==> src/rtl/alu_spi_master.sv <==
// Processor-side SPI master for the serial ALU: ships {op_2, op_1, op_code} LSB first, then collects the result.
// Optional abort-on-silence watchdog in START/WAIT is enabled by defining ALU_MASTER_TIMEOUT_EN.

package Isa;
  localparam int REGISTER_SIZE = 8;

  typedef enum logic [1:0] {
    OP_ADD = 2'd0,
    OP_SUB = 2'd1,
    OP_AND = 2'd2,
    OP_OR  = 2'd3
  } Operation;

  typedef struct packed {
    logic [REGISTER_SIZE-1:0] op_2;
    logic [REGISTER_SIZE-1:0] op_1;
    Operation                 op_code;
  } AluPacket;
endpackage

interface Spi #(
  parameter int NssWidth = 1
) ();
  logic [NssWidth-1:0] nss;
  logic                mosi;
  logic                miso;

  modport MasterSpi (output nss, output mosi, input miso);
  modport SlaveSpi  (input nss, input mosi, output miso);
endinterface

module alu_spi_master
  import Isa::*;
#(
  parameter int NssPosition   = 0,
  parameter int TimeoutCycles = 64
) (
  input  logic                     i_clock,
  input  logic                     i_reset,
  input  logic                     i_start,
  input  Operation                 i_op,
  input  logic [REGISTER_SIZE-1:0] i_op_1,
  input  logic [REGISTER_SIZE-1:0] i_op_2,
  output logic                     o_busy,
  output logic                     o_done,
  output logic [REGISTER_SIZE-1:0] o_result,
  output logic                     o_error,
  Spi.MasterSpi                    spi
);

  localparam int PW   = $bits(AluPacket);
  localparam int RS   = REGISTER_SIZE;
  localparam int CntW = $clog2(PW);
  localparam int RsW  = $clog2(RS);

  typedef enum logic [2:0] {
    S_IDLE,
    S_START,
    S_TX,
    S_WAIT,
    S_RX,
    S_DONE,
    S_ABORT
  } state_t;

  state_t          state, next_state;
  logic [CntW-1:0] cnt;
  AluPacket        packet;
  logic [PW-1:0]   packet_bits;
  logic [RS-1:0]   result_q;
  logic            busy_q;
  logic            nss_bit, mosi_bit, done_bit;
  logic            cnt_tx_last, cnt_rx_last;

  assign packet_bits = packet;
  assign cnt_tx_last = (cnt == CntW'(PW - 1));
  assign cnt_rx_last = (cnt == CntW'(RS - 1));

`ifdef ALU_MASTER_TIMEOUT_EN
  localparam int WaitW = $clog2(TimeoutCycles + 1);

  logic [WaitW-1:0] wait_cnt;
  logic             timed_out;
  logic             error_bit;

  assign timed_out = (wait_cnt == WaitW'(TimeoutCycles - 1));

  // Counts consecutive cycles spent stalled in START or WAIT; cleared on any state change.
  always_ff @(posedge i_clock or posedge i_reset) begin
    if (i_reset) begin
      wait_cnt <= '0;
    end else if ((state == S_START || state == S_WAIT) && next_state == state) begin
      wait_cnt <= wait_cnt + 1'b1;
    end else begin
      wait_cnt <= '0;
    end
  end

  assign o_error = error_bit;
`else
  assign o_error = 1'b0;
`endif

  // NOTE: registered state uses non-blocking assignments so every flop samples pre-edge values.
  always_ff @(posedge i_clock or posedge i_reset) begin
    if (i_reset) begin
      state <= S_IDLE;
    end else begin
      state <= next_state;
    end
  end

  always_comb begin
    // NOTE: every output of this block gets a default first, otherwise unassigned paths infer latches.
    next_state = state;
    nss_bit    = 1'b1;
    mosi_bit   = 1'b0;
    done_bit   = 1'b0;
`ifdef ALU_MASTER_TIMEOUT_EN
    error_bit  = 1'b0;
`endif
    case (state)
      S_IDLE: begin
        if (i_start) next_state = S_START;
      end
      S_START: begin
        nss_bit  = 1'b0;
        mosi_bit = 1'b1;
        if (!spi.miso) next_state = S_TX;
`ifdef ALU_MASTER_TIMEOUT_EN
        else if (timed_out) next_state = S_ABORT;
`endif
      end
      S_TX: begin
        nss_bit  = 1'b0;
        mosi_bit = packet_bits[cnt];
        if (cnt_tx_last) next_state = S_WAIT;
      end
      S_WAIT: begin
        nss_bit = 1'b0;
        if (spi.miso) next_state = S_RX;
`ifdef ALU_MASTER_TIMEOUT_EN
        else if (timed_out) next_state = S_ABORT;
`endif
      end
      S_RX: begin
        nss_bit = 1'b0;
        if (cnt_rx_last) next_state = S_DONE;
      end
      S_DONE: begin
        done_bit   = 1'b1;
        next_state = S_IDLE;
      end
`ifdef ALU_MASTER_TIMEOUT_EN
      S_ABORT: begin
        error_bit  = 1'b1;
        next_state = S_IDLE;
      end
`endif
      default: next_state = S_IDLE;
    endcase
  end

  // Datapath: operand capture, shared bit counter, result shift-in and busy flag.
  always_ff @(posedge i_clock or posedge i_reset) begin
    if (i_reset) begin
      cnt      <= '0;
      packet   <= '0;
      result_q <= '0;
      busy_q   <= 1'b0;
    end else begin
      case (state)
        S_IDLE: begin
          cnt <= '0;
          if (i_start) begin
            packet <= '{op_2: i_op_2, op_1: i_op_1, op_code: i_op};
            busy_q <= 1'b1;
          end
        end
        S_TX: begin
          cnt <= cnt_tx_last ? '0 : cnt + 1'b1;
        end
        S_RX: begin
          result_q[cnt[RsW-1:0]] <= spi.miso;
          cnt                    <= cnt_rx_last ? '0 : cnt + 1'b1;
        end
        S_DONE, S_ABORT: begin
          busy_q <= 1'b0;
        end
        default: begin
          cnt <= '0;
        end
      endcase
    end
  end

  assign spi.nss[NssPosition] = nss_bit;
  assign spi.mosi             = mosi_bit;
  assign o_busy               = busy_q;
  assign o_done               = done_bit;
  assign o_result             = result_q;

endmodule

==> src/flat_wrapper.sv <==
// flat-port wrapper written by rule: the top's interface ports become plain ports
module alu_spi_master_flat import Isa::*;
#(
  parameter int NssPosition   = 0,
  parameter int TimeoutCycles = 64
)
  (i_clock, i_reset, i_start, i_op, i_op_1, i_op_2, o_busy, o_done, o_result, o_error, spi_nss, spi_mosi, spi_miso);
  Spi #(.NssWidth(1)) spi_i ();
  input  logic i_clock;
  input  logic i_reset;
  input  logic i_start;
  input  Operation i_op;
  input  logic [REGISTER_SIZE-1:0] i_op_1;
  input  logic [REGISTER_SIZE-1:0] i_op_2;
  output logic o_busy;
  output logic o_done;
  output logic [REGISTER_SIZE-1:0] o_result;
  output logic o_error;
  output wire logic [$bits(spi_i.nss)-1:0] spi_nss;
  output wire logic [$bits(spi_i.mosi)-1:0] spi_mosi;
  input wire logic [$bits(spi_i.miso)-1:0] spi_miso;
  assign spi_nss = spi_i.nss;
  assign spi_mosi = spi_i.mosi;
  assign spi_i.miso = spi_miso;
  alu_spi_master #(.NssPosition(NssPosition), .TimeoutCycles(TimeoutCycles)) u_core (.i_clock(i_clock), .i_reset(i_reset), .i_start(i_start), .i_op(i_op), .i_op_1(i_op_1), .i_op_2(i_op_2), .o_busy(o_busy), .o_done(o_done), .o_result(o_result), .o_error(o_error), .spi(spi_i));
endmodule
==> config.mk <==
export PLATFORM = sky130hd
export DESIGN_NAME = alu_spi_master_flat
export DESIGN_NICKNAME = d
export VERILOG_FILES = /design/src/rtl/alu_spi_master.sv /design/src/flat_wrapper.sv
export SDC_FILE = /design/constraint.sdc
export NUM_CORES = 1
export LEC_CHECK = 0
export BUFFER_PORTS_ARGS = -buffer_cell sky130_fd_sc_hd__buf_2
export CAP_MARGIN = 0
export CORE_UTILIZATION = 45
export CTS_BUF_LIST = sky130_fd_sc_hd__clkbuf_8
export CTS_CLUSTER_DIAMETER = 50
export CTS_CLUSTER_SIZE = 20
export DETAILED_ROUTE_END_ITERATION = 7
export PLACE_DENSITY = 0.67
export SLEW_MARGIN = 10
export SYNTH_ARGS = -nofsm -noshare
export SYNTH_HDL_FRONTEND = slang
export SYNTH_SLANG_ARGS = --single-unit
==> constraint.sdc <==
create_clock -name i_clock -period 1.87 [get_ports i_clock]
set_input_delay 0.187 -clock i_clock [delete_from_list [all_inputs] [get_ports i_clock]]
set_output_delay 0.187 -clock i_clock [all_outputs]
set_load 0.02 [all_outputs]
# Word level (Yosys, flattened, before mapping)
# Index checks and enable logic that the tools add are counted.
dict set report classes {
  addsub 1
  order_cmp 3
  eq_ne 13
  n_mux 19
  reduce_logical 8
}
# cell n
set op_table {}
lappend op_table {{$mux W3} 5}
lappend op_table {{$pmux W3 S5} 1}
lappend op_table {{$pmux W5 S3} 1}
lappend op_table {{$mux W5} 2}
lappend op_table {{$eq A3 B3 Y1 const B} 3}
lappend op_table {{$bwmux W8} 1}
lappend op_table {{$eq A3 B2 Y1 const B} 2}
lappend op_table {{$lt A5 B6 Y1 const B} 1}
lappend op_table {{$ne A2 B2 Y1 const B} 3}
lappend op_table {{$add A5 B1 Y5 const B} 1}
lappend op_table {{$bmux W1 S5} 1}
lappend op_table {{$eq A5 B3 Y1 const B} 1}
lappend op_table {{$eq A5 B5 Y1 const B} 1}
lappend op_table {{$mux W1} 5}
lappend op_table {{$reduce_and A5 Y1} 1}
lappend op_table {{$lt A3 B4 Y1 const B} 1}
lappend op_table {{$ne A2 B1 Y1 const B} 2}
lappend op_table {{$pmux W1 S2} 2}
lappend op_table {{$reduce_and A2 Y1} 2}
lappend op_table {{$reduce_or A4 Y1} 1}
lappend op_table {{$demux W1 S3} 1}
lappend op_table {{$eq A3 B1 Y1 const B} 1}
lappend op_table {{$ge A3 B1 Y1 const B} 1}
lappend op_table {{$logic_not A3 Y1} 1}
lappend op_table {{3 further kinds} 3}
dict set report word_totals {
  ff_bits 35
  inputBits 22
  output_inout_bits 13
  word_cells 51
}

# Longest topological paths before layout
# Gate-level depths: netlist (run 1).
dict set report logic_depth {
  depth_word 5
  ltp_mapped 8
  mapped_depth_nobuf 7
}

# Worst setup path after synthesis (run 1)
# Ideal clock, no wire load.
dict set report synth_path {
  path_kind {flip-flop to output port}
  startpoint {register u_core.state[1]}
  endpoint {output port spi_mosi}
  t_arrival_ns 1.411
  t_required_ns 1.683
  setup_slack_ns 0.272
  stages_incl_launch_ff 6
  n_path_buf 1
  cell_sequence {dfrtp_1 > buf_4 > and2b_1 > nor2_1 > or3_1 > o22ai_1}
}
dict set report synth_between {
  elab_chain_len 2
  elab_cells_between_ends 3
  cone_classes {eq/ne (2); mux (1)}
}
# element line
set synth_rtl {}
lappend synth_rtl {{start, declared} alu_spi_master.sv:66} ;# state_t state, next_state;
lappend synth_rtl {{start signal, assigned} alu_spi_master.sv:109} ;# state <= next_state;
lappend synth_rtl {{$eq A3 B2 Y1 / $eq A3 B1 Y1 (equally long branches)} alu_spi_master.sv:122} ;# case (state)
lappend synth_rtl {{$pmux W1 S2 *} alu_spi_master.sv:122}
lappend synth_rtl {{end, declared} flat_wrapper.sv:20} ;# output wire logic [$bits(spi_i.mosi)-1:0] spi_mosi;
# Every way passes the cells marked *; elsewhere a longest branch is shown, timed or not.

# Final worst setup path (run 1)
dict set report layout_path {
  startpoint {register u_core.cnt[0]}
  endpoint {output port spi_mosi}
}
dict set report layout_between {
  elab_chain_len 3
}
# element line
set layout_rtl {}
lappend layout_rtl {{start, declared} alu_spi_master.sv:67} ;# logic [CntW-1:0] cnt;
lappend layout_rtl {{start signal, assigned} alu_spi_master.sv:181} ;# cnt <= cnt_tx_last ? '0 : cnt + 1'b1;
lappend layout_rtl {{start signal, assigned} alu_spi_master.sv:185} ;# cnt <= cnt_rx_last ? '0 : cnt + 1'b1;
lappend layout_rtl {{$bmux W1 S5} alu_spi_master.sv:136} ;# mosi_bit = packet_bits[cnt];
lappend layout_rtl {{$mux W1 (not written as such)} alu_spi_master.sv:136}
lappend layout_rtl {{$pmux W1 S2} alu_spi_master.sv:122}
# Every way passes these cells. The select of a mux whose other input is x is not followed.

==> impl_metrics.py, run 1 <==
metrics = {
    "clocking": {
        "cts_sinks": 35,
        "cts.path.max_buffers": 2,
        "cts.clk_slew.worst_paths_ns": 0.07,
        "h-tree-depth": 2,
        "clock_latency_ns": 0.28,
        "cts.hold.buffers_added": 0,
        "numCtsBuffers": 5,
        "cts_tree": "done",
        "root_buffer": "clkbuf_8",
    },
    "floorplanning": {
        "start_util": 0.470,
        "die_height_um": 66.9,
        "placementRows": 23,
        "die_w_um": 66.9,
        "die_area_um2": 4470,
        "io-pin-count": 35,
        "fp.coreArea_um2": 4030,
    },
    "synth": {
        "syn_area_um2": 1890,
        "yosysTopAreaCell": "dfrtp_1",
        "yosysMostFrequentCell": "dfrtp_1",
        "ys_dominant_reg_cell": "dfrtp_1",
        "synth.area.top_cells": "dfrtp_1 (46%), mux2_2 (8.3%), mux2_4 (7.9%)",
        "yosysTopAreaCellShare": 0.462,
        "ys_ff_latch": 35,
        "synth_enable_flop_cells": 0,
        "syn_area_per_cell_um2": 11.8,
        "yosysWarnings": 0,
        "syn-num-nets": 185,
        "synthesis.instances": 161,
        "synthTopCellsByCount": "dfrtp_1 (35), mux2_2 (14), nand2_1 (14)",
        "synth_cell_types": 47,
        "async_flop_share": 1.00,
        "ys_seq_area_frac": 0.462,
    },
    "pwr": {
        "p_sw_frac": 0.362,
        "p_comb_frac": 0.465,
        "clkPwrFrac": 0.148,
        "p_sw_mw": 1.19,
        "total_leakage_power_nw": 0.983,
        "p_seq_frac": 0.387,
        "power.density_nw_per_um2": 1470,
        "ir_drop_v": 0.000635,
        "p_int_mw": 2.10,
    },
    "timing": {
        "hold_ws_ns": -0.00151,
        "drv_slew": 0,
        "max_freq_mhz": 513,
        "fin_ws_ns": -0.0808,
        "hold_violations": 3,
        "rsz0062_at_grt": "true",
        "period_needed_ns": 1.95,
        "skew_ns": 0.00788,
        "period_share": 1.04,
        "setup_viol": 1,
    },
    "placed_design": {
        "gp_congestion": 0.906,
        "dp_hpwl_mm": 2.76,
        "numPortBuffers": 33,
        "place_inst": 242,
        "place_ws_ns": 0.0721,
    },
    "global_route": {
        "busiest_layer": "met2",
        "grt_first_pass_wirelength_mm": 6.49,
        "gr-usage-met2": 0.328,
        "use_met1": 0.244,
        "track_usage": 0.199,
        "antenna_found_initial": 0,
        "grt.overflow.total": 0,
        "first_global_vias": 1403,
        "grt_max_degree": 36,
        "use_met3": 0.0514,
    },
    "drt": {
        "vias": 1338,
        "drt_wl_total_mm": 3.79,
        "drc": 0,
        "postRouteAntennaNets": 0,
        "wl_per_cell_um": 15.2,
        "firstDrtPassIters": 4,
        "avgViaCountPerCell": 5.35,
        "first_iter_violations": 63,
    },
    "worst_setup_path": {
        "slowest_stage": "mux4_2",
        "reg2reg_setup_slack_ns": 0.02,
        "endpoint_kind": "output port",
        "startpoint_type": "register",
        "cpPeakStageDelay_ns": 0.52,
        "required_ns": 1.68,
        "timing_worst_setup_path_type": "register to output port",
        "critPathArrivalTime_ns": 1.76,
        "crit_chain": "mux4_2 > nand2_2 > nand3_2 > o21ai_2 > o22ai_1 > buf_4",
        "path_max_fanout": 6,
    },
    "layout": {
        "nNetsFinal": 225,
        "area_delta_synth_final_pct": 18.3,
        "drive_above_1_share": 0.480,
        "layoutNonFillerInstCount": 250,
        "diodes": 0,
        "fin_util": 0.556,
    },
    "status": {
        "outcome": "finished, violations left",
        "violations": "hold timing, setup timing",
    },
    "flow_run": {
        "maxCapViolCount": 0,
    },
    "min_path": {
        "hp-class": "primary input to async pin",
    },
}
-- critical path: cells and delay by family, from the launching register on --
| family | cells | cell delay (ns) |
|---|---|---|
| and+or+nand+nor | 2 | 0.15 |
| muxes | 1 | 0.52 |
| AOI/OAI and AO/OA | 2 | 0.19 |
| buffers and inverters | 1 | 0.16 |
| DFF | 1 | 0.45 |
-- per-layer routing --
layer	vias to the layer above	wire length, um
met5	-	0
met4	0	51
met3	6	183
met2	35	1920
met1	653	1630
li1	644	-
-- path summary, 6_finish.rpt --
kind                                                     start                        endpoint  depth (start not counted)
worst max register to register       u_core.cnt[0]$_DFFE_PP0N_       u_core.cnt[3]$_DFFE_PP0N_                          7
worst max-delay path                 u_core.cnt[0]$_DFFE_PP0N_                        spi_mosi                          6
worst min register to register  u_core.o_result[6]$_DFFE_PP0P_  u_core.o_result[6]$_DFFE_PP0P_                          1
min in group i_clock                                   i_op[0]    u_core.packet[0]$_DFFE_PP0P_                          2
worst min-delay path                                   i_reset       u_core.cnt[2]$_DFFE_PP0N_                          3
max in group asynchronous                              i_reset       u_core.cnt[1]$_DFFE_PP0N_                          3
-- sequential cells by signal, summed over array words and instances, names as in the netlist --
signal           cells
u_core.state         3
u_core.packet       18
u_core.o_busy        1
u_core.o_result      8
u_core.cnt           5
-- kinds of logic (layout without fill, tap and decap cells) --
| kind of cell | Yosys count | count (layout) | share of synthesized area |
|---|---|---|---|
| simple gates | 46 | 46 | 0.143 |
| flops | 35 | 35 | 0.462 |
| mux | 31 | 31 | 0.215 |
| compound gates | 26 | 26 | 0.0878 |
| buf+inv | 16 | 55 | 0.0581 |
| xor+xnor | 4 | 4 | 0.0185 |
| fa+ha+maj | 2 | 2 | 0.0132 |
| other cells | 1 | 1 | 0.00198 |
-- power groups by stage --
stage | sequential [mW] | clock, mW | combinational, mW
after floorplan | 1.25 | 0 | 1.12
after global placement | 1.27 | 0 | 1.41
after detailed placement | 1.29 | 0 | 1.44
after CTS | 1.27 | 0.501 | 1.49
after global routing | 1.32 | 0.536 | 1.67
final | 1.27 | 0.487 | 1.53
-- metrics by stage --
step	TNS, ns	total power [mW]	area, um^2	hold slack (ns)
3_3_place_gp	0	2.68	2110	0.297
6_report	-0.0808	3.29	2240	-0.00151
3_5_place_dp	0	2.73	2110	0.315
2_1_floorplan	0	2.37	1890	0.335
4_1_cts	-0.0773	3.26	2210	0.0118
5_1_grt	-0.231	3.52	2240	0.0530
-- area by class of cell --
class,count,area (um^2)
Inverter,5,18.8
Clock buffer,5,68.8
Multi-Input combinational cell,110,945
Clock inverter,1,3.75
Fill cell,364,1790
Tap cell,50,62.6
Sequential cell,35,880
Timing Repair Buffer,44,263
-- cells in the final DEF (no fill, tap or decap), types with 2 or more instances in the layout --
| cell type | netlist | final |
|---|---|---|
| a21oi_1 | 6 | 6 |
| a22oi_1 | 3 | 3 |
| and2b_1 | 2 | 2 |
| and3_1 | 2 | 2 |
| buf_2 | 1 | 32 |
| buf_4 | 5 | 11 |
| clkbuf_8 | 0 | 5 |
| dfrtp_1 | 35 | 32 |
| dfrtp_2 | 0 | 3 |
| inv_1 | 4 | 5 |
| mux2_1 | 3 | 3 |
| mux2_2 | 14 | 14 |
| mux2_4 | 10 | 10 |
| mux2i_1 | 2 | 2 |
| mux4_2 | 2 | 2 |
| nand2_1 | 14 | 12 |
| nand2_2 | 0 | 2 |
| nand3_1 | 6 | 5 |
| nor2_1 | 6 | 5 |
| nor2_2 | 2 | 3 |
| nor2b_2 | 0 | 2 |
| o21ai_0 | 5 | 4 |
| o22ai_1 | 3 | 2 |
| o31ai_1 | 2 | 2 |
| xor2_1 | 3 | 3 |
-- what timing repair did --
action,in CTS,in global routing
pin swaps,1,7
endpoints found under the setup margin,1,2
buffers inserted,2,0
resized for setup,4,11
Note: power is estimated with default switching activity, not from simulation.
==> run 2, diff against run 1 <==
--- a/config.mk
+++ b/config.mk
@@ -7,6 +7,7 @@
 export LEC_CHECK = 0
 export BUFFER_PORTS_ARGS = -buffer_cell sky130_fd_sc_hd__buf_2
 export CAP_MARGIN = 0
+export CORE_ASPECT_RATIO = 0.7
 export CORE_UTILIZATION = 45
 export CTS_BUF_LIST = sky130_fd_sc_hd__clkbuf_8
 export CTS_CLUSTER_DIAMETER = 50
==> constraint.sdc (replaced) <==
create_clock -name i_clock -period 1.87 [get_ports i_clock]
set_input_delay 0.374 -clock i_clock [delete_from_list [all_inputs] [get_ports i_clock]]
set_output_delay 0.374 -clock i_clock [all_outputs]
set_load 0.02 [all_outputs]
==> run 2 against run 1 <==
The flow finishes with violations (setup timing). Final area grew 5.5%. Cell count rose by 4.4%. Global-route usage down 0.33 points. Critical endpoint unchanged.
==> impl_metrics.py, run 2 (synthesis gave the netlist of run 1 again) <==
metrics = {
    "worst_setup_path": {
        "crit_chain": "mux4_2 > nand2_1 > nand3_1 > o21ai_2 > o22ai_2 > buf_6",
        "r2r-end": "u_core.cnt[3]$_DFFE_PP0N_",
        "timing_worst_setup_path_type": "register to output port",
        "required_ns": 1.50,
        "path_max_fanout": 6,
        "reg2reg_setup_slack_ns": -0.14,
        "reg2regPathDepth": 9,
        "endpoint_kind": "output port",
        "cpPeakStageDelay_ns": 0.52,
        "slowest_stage": "mux4_2",
        "critPathArrivalTime_ns": 1.75,
        "r2r-start": "u_core.cnt[0]$_DFFE_PP0N_",
        "startpoint_type": "register",
    },
    "timing": {
        "skew_ns": 0.00707,
        "max_freq_mhz": 470,
        "drv_slew": 0,
        "rsz0062_at_grt": "true",
        "setup_viol": 5,
        "period_share": 1.14,
        "fin_ws_ns": -0.256,
        "period_needed_ns": 2.13,
        "hold_violations": 0,
    },
    "layout": {
        "diodes": 0,
        "drive_above_1_share": 0.493,
        "nFillCells": 344,
        "final_cell_mix": "dfrtp_1 (34), buf_2 (32), nand2_1 (14), mux2_2 (14), buf_4 (14)",
        "layout_commonest_cell": "dfrtp_1",
        "nNetsFinal": 232,
        "regMostFlops": "u_core.packet",
        "layoutNonFillerInstCount": 261,
        "area_delta_synth_final_pct": 24.8,
        "largest_register_ffs": 18,
    },
    "global_route": {
        "first_global_vias": 1398,
        "grt_max_degree": 36,
        "track_usage": 0.196,
        "antenna_found_initial": 0,
        "grt_first_pass_wirelength_mm": 6.47,
        "grt.overflow.total": 0,
    },
    "drt": {
        "wl_per_cell_um": 15.7,
        "avgViaCountPerCell": 5.44,
        "drt_wl_total_mm": 4.10,
        "firstDrtPassIters": 4,
        "vias": 1419,
        "postRouteAntennaNets": 0,
        "drc": 0,
        "first_iter_violations": 90,
    },
    "clocking": {
        "cts.clk_slew.worst_paths_ns": 0.07,
        "clock_latency_ns": 0.29,
        "numCtsBuffers": 5,
        "cts.path.max_buffers": 2,
        "cts_sinks": 35,
        "cts_tree": "done",
        "h-tree-depth": 2,
        "root_buffer": "clkbuf_8",
    },
    "pwr": {
        "p_comb_frac": 0.506,
        "p_sw_mw": 1.32,
        "power.density_nw_per_um2": 1500,
        "total_leakage_power_nw": 1.05,
        "p_seq_frac": 0.350,
        "ir_drop_v": 0.000724,
        "clkPwrFrac": 0.144,
        "p_sw_frac": 0.370,
        "p_int_mw": 2.24,
    },
    "floorplanning": {
        "io-pin-count": 35,
        "start_util": 0.477,
        "die_w_um": 79.6,
        "placementRows": 19,
        "die_area_um2": 4480,
        "fp.coreArea_um2": 3970,
        "die_height_um": 56.3,
    },
    "placed_design": {
        "gp_congestion": 0.941,
        "numPortBuffers": 33,
        "place_inst": 250,
        "place_ws_ns": -0.0348,
        "dp_hpwl_mm": 2.79,
    },
    "min_path": {
        "hp-class": "primary input to async pin",
    },
    "status": {
        "outcome": "finished, violations left",
        "violations": "setup timing",
    },
    "flow_run": {
        "maxCapViolCount": 0,
    },
}
==> run 2: cell types whose count changed in the layout (fill, tap and decap cells not counted), moves of 2 or more <==
cell,change
buf_4,+3
buf_6,+3
a21oi_1,-2
dfrtp_1,+2
dfrtp_2,-2
nand2_1,+2
nand2_2,-2
nor2b_1,+2
nor2b_2,-2
o31ai_1,-2
==> run 2: worst max-delay path, delay by kind of cell (launching register included) <==
kind | cells | cell delay [ns]
DFF | 1 | 0.46
buffers and inverters | 1 | 0.14
AOI/OAI and AO/OA | 2 | 0.19
muxes | 1 | 0.52
and+or+nand+nor | 2 | 0.17
==> run 2: cell type report <==
type,count,area (um^2),area share
tap,52,65.1,0.0275
clock buffer,5,68.8,0.0291
multi-input combinational,110,987,0.418
inverter,5,18.8,0.00794
sequential,35,877,0.371
clock inverter,3,12.5,0.00529
timing repair buffer,51,334,0.141
==> run 2: worst max path at each step <==
stage	start	to	slack [ns]	depth (start not counted)
2_1_floorplan	u_core.state[1]$_DFFE_PP0P_	spi_mosi	0.09	5
3_3_place_gp	u_core.cnt[0]$_DFFE_PP0N_	spi_mosi	0.05	6
3_5_place_dp	u_core.cnt[0]$_DFFE_PP0N_	spi_mosi	-0.03	6
4_1_cts	u_core.cnt[0]$_DFFE_PP0N_	spi_mosi	-0.27	6
5_1_grt	u_core.cnt[0]$_DFFE_PP0N_	spi_mosi	-0.36	6
6_report	u_core.cnt[0]$_DFFE_PP0N_	spi_mosi	-0.26	6
==> run 2: per-layer routing <==
layer | up-vias | GRT usage | routed length [um]
li1 | 662 | - | -
met1 | 694 | 0.271 | 1860
met2 | 54 | 0.293 | 1910
met3 | 9 | 0.0455 | 247
met4 | 0 | 0.0857 | 76
met5 | - | 0 | 0
==> run 2: what timing repair did <==
action                                 in CTS  in global routing
hold buffers                                0                  0
setup endpoints to repair                   2                  8
cloned                                      0                  0
gates resized for setup                     8                 18
setup buffers                               4                  1
endpoints found under the hold margin       0                  0
pin swaps                                   5                  7
==> run 2: through the flow <==
stage / hold WS, ns / util / area (um^2) / power (mW) / setup TNS (ns)
CTS: 0.182 / 0.581 / 2300 / 3.39 / -0.948
detailed placement: 0.483 / 0.544 / 2160 / 2.79 / -0.0567
finish: 0.166 / 0.595 / 2360 / 3.55 / -0.616
floorplan: 0.473 / - / 1890 / 2.37 / 0
global route: 0.225 / 0.595 / 2360 / 3.77 / -1.03
global placement: 0.476 / 0.544 / 2160 / 2.74 / 0
==> run 2: power groups by stage <==
stage	Sequential [mW]	Clock (mW)	Combinational (mW)
2_1_floorplan	1.25	0	1.12
6_report	1.24	0.511	1.80
3_5_place_dp	1.25	0	1.53
5_1_grt	1.28	0.566	1.93
3_3_place_gp	1.23	0	1.51
4_1_cts	1.25	0.527	1.61
==> run 3, diff against run 2 <==
--- a/config.mk
+++ b/config.mk
@@ -14,6 +14,7 @@
 export CTS_CLUSTER_SIZE = 20
 export DETAILED_ROUTE_END_ITERATION = 7
 export PLACE_DENSITY = 0.67
+export RECOVER_POWER = 25
 export SLEW_MARGIN = 10
 export SYNTH_ARGS = -nofsm -noshare
 export SYNTH_HDL_FRONTEND = slang
==> run 3 against run 2 <==
The flow still finishes with violations (setup timing). Clock power is essentially flat. Highest routed layer unchanged. Count of clock-buffer cells in the layout is the same. Non-clock buffer count is the same. Hold slack gained 0.15 ns. Sequential share of layout area is essentially flat. Die area is the same. Global-route usage is the same. Largest cell class unchanged. Via count shrank 0.35%. Combinational power is essentially flat. Critical endpoint unchanged. Final area shrank 0.11%. Largest power group unchanged. Register-to-register slack is essentially flat.
==> impl_metrics.py, run 3 (synthesis gave the netlist of run 1 again) <==
metrics = {
    "status": {
        "outcome": "finished, violations left",
        "violations": "setup timing",
    },
    "placed_design": {
        "gp_congestion": 0.941,
        "dp_hpwl_mm": 2.79,
        "place_inst": 250,
        "placed_area_um2": 2160,
        "numPortBuffers": 33,
    },
    "clocking": {
        "numCtsBuffers": 5,
        "clock_latency_ns": 0.29,
        "cts.path.max_buffers": 2,
        "cts.hold.buffers_added": 0,
        "h-tree-depth": 2,
        "cts.clk_slew.worst_paths_ns": 0.07,
        "cts_sinks": 35,
        "cts_tree": "done",
        "root_buffer": "clkbuf_8",
    },
    "layout": {
        "nNetsFinal": 232,
        "stdcell_area_um2": 2360,
        "layoutNonFillerInstCount": 261,
        "layout_commonest_cell": "dfrtp_1",
        "largest_register_ffs": 18,
        "diodes": 0,
        "final_cell_mix": "dfrtp_1 (34), buf_2 (32), nand2_1 (14), mux2_2 (14), buf_4 (13)",
        "area_delta_synth_final_pct": 24.6,
        "regMostFlops": "u_core.packet",
        "drive_above_1_share": 0.493,
    },
    "floorplanning": {
        "start_util": 0.477,
        "io-pin-count": 35,
        "placementRows": 19,
        "fp.coreArea_um2": 3970,
        "die_area_um2": 4480,
        "die_height_um": 56.3,
        "die_w_um": 79.6,
    },
    "drt": {
        "drt_wl_total_mm": 4.10,
        "postRouteAntennaNets": 0,
        "drc": 0,
        "vias": 1414,
        "first_iter_violations": 90,
        "firstDrtPassIters": 4,
        "avgViaCountPerCell": 5.42,
        "wl_per_cell_um": 15.7,
    },
    "worst_setup_path": {
        "cpPeakStageDelay_ns": 0.52,
        "endpoint_kind": "output port",
        "r2r-end": "u_core.cnt[3]$_DFFE_PP0N_",
        "r2r-start": "u_core.cnt[0]$_DFFE_PP0N_",
        "crit_chain": "mux4_2 > nand2_1 > nand3_1 > o21ai_2 > o22ai_2 > buf_6",
        "startpoint_type": "register",
        "timing_worst_setup_path_type": "register to output port",
        "required_ns": 1.50,
        "reg2regPathDepth": 9,
        "critPathArrivalTime_ns": 1.75,
        "reg2reg_setup_slack_ns": -0.14,
        "path_max_fanout": 6,
        "slowest_stage": "mux4_2",
    },
    "global_route": {
        "grt_max_degree": 36,
        "track_usage": 0.196,
        "first_global_vias": 1398,
        "antenna_found_initial": 0,
        "grt_first_pass_wirelength_mm": 6.47,
        "grt.overflow.total": 0,
    },
    "timing": {
        "period_needed_ns": 2.13,
        "fin_ws_ns": -0.256,
        "rsz0062_at_grt": "true",
        "skew_ns": 0.00703,
        "worstMarginPinSlew_ns": 0.833,
        "drv_slew": 0,
        "slew_headroom": 0.445,
        "setup_viol": 5,
        "hold_violations": 0,
        "period_share": 1.14,
        "max_freq_mhz": 470,
        "finalSetupTns_ns": -0.615,
    },
    "flow_run": {
        "maxCapViolCount": 0,
    },
    "min_path": {
        "holdPathStages": 2,
        "hold_path_end": "u_core.packet[15]$_DFFE_PP0P_",
        "hp-class": "primary input to register",
        "hold_start": "i_op_2[5]",
    },
    "pwr": {
        "ir_drop_v": 0.000723,
        "total_leakage_power_nw": 1.05,
        "power.density_nw_per_um2": 1500,
        "p_total_mw": 3.55,
    },
}
[run 3: metal layers]
metal	up-vias	GRT usage	part of all wire
met5	-	0	0
met4	0	0.0857	0.019
met3	9	0.0455	0.059
met2	54	0.293	0.46
met1	691	0.271	0.46
li1	660	-	-
[run 3: worst max path at each step]
stage,start,to,slack (ns)
3_3_place_gp,u_core.cnt[0]$_DFFE_PP0N_,spi_mosi,0.05
5_1_grt,u_core.cnt[0]$_DFFE_PP0N_,spi_mosi,-0.36
6_report,u_core.cnt[0]$_DFFE_PP0N_,spi_mosi,-0.26
3_5_place_dp,u_core.cnt[0]$_DFFE_PP0N_,spi_mosi,-0.03
4_1_cts,u_core.cnt[0]$_DFFE_PP0N_,spi_mosi,-0.27
2_1_floorplan,u_core.state[1]$_DFFE_PP0P_,spi_mosi,0.09
[run 3: repair_timing]
action                                  CTS  global route
gates resized for setup                   8            18
setup buffers                             4             1
pin swaps                                 5             7
endpoints found under the setup margin    2             8
[run 3: layout make-up]
class,instances,area [um^2]
Inverter,5,18.8
Sequential cell,35,877
Multi-Input combinational cell,110,987
Tap cell,52,65.1
Clock inverter,3,12.5
Clock buffer,5,68.8
Timing Repair Buffer,51,332
Fill cell,345,1610
[run 3: through the flow]
stage	hold WS (ns)	setup slack, ns	utilization
detailed placement	0.483	-0.0348	0.544
global route	0.304	-0.357	0.595
floorplan	0.473	0.0850	-
CTS	0.182	-0.272	0.581
global placement	0.476	0.0457	0.544
finish	0.312	-0.256	0.595
[run 3: worst max-delay path: cells and delay by family (launching register included)]
family / cells / cell delay, ns
AND/OR/NAND/NOR: 2 / 0.17
flip-flops: 1 / 0.46
buffers and inverters: 1 / 0.14
multiplexers: 1 / 0.52
AO/OA/AOI/OAI: 2 / 0.19
[run 3: where the power goes]
part | internal [mW] | total [mW] | switching (mW) | leakage, nW
Combinational | 0.938 | 1.80 | 0.859 | 0.577
Sequential | 1.05 | 1.24 | 0.194 | 0.420
Clock | 0.250 | 0.512 | 0.262 | 0.0505
Total | 2.24 | 3.55 | 1.32 | 1.05
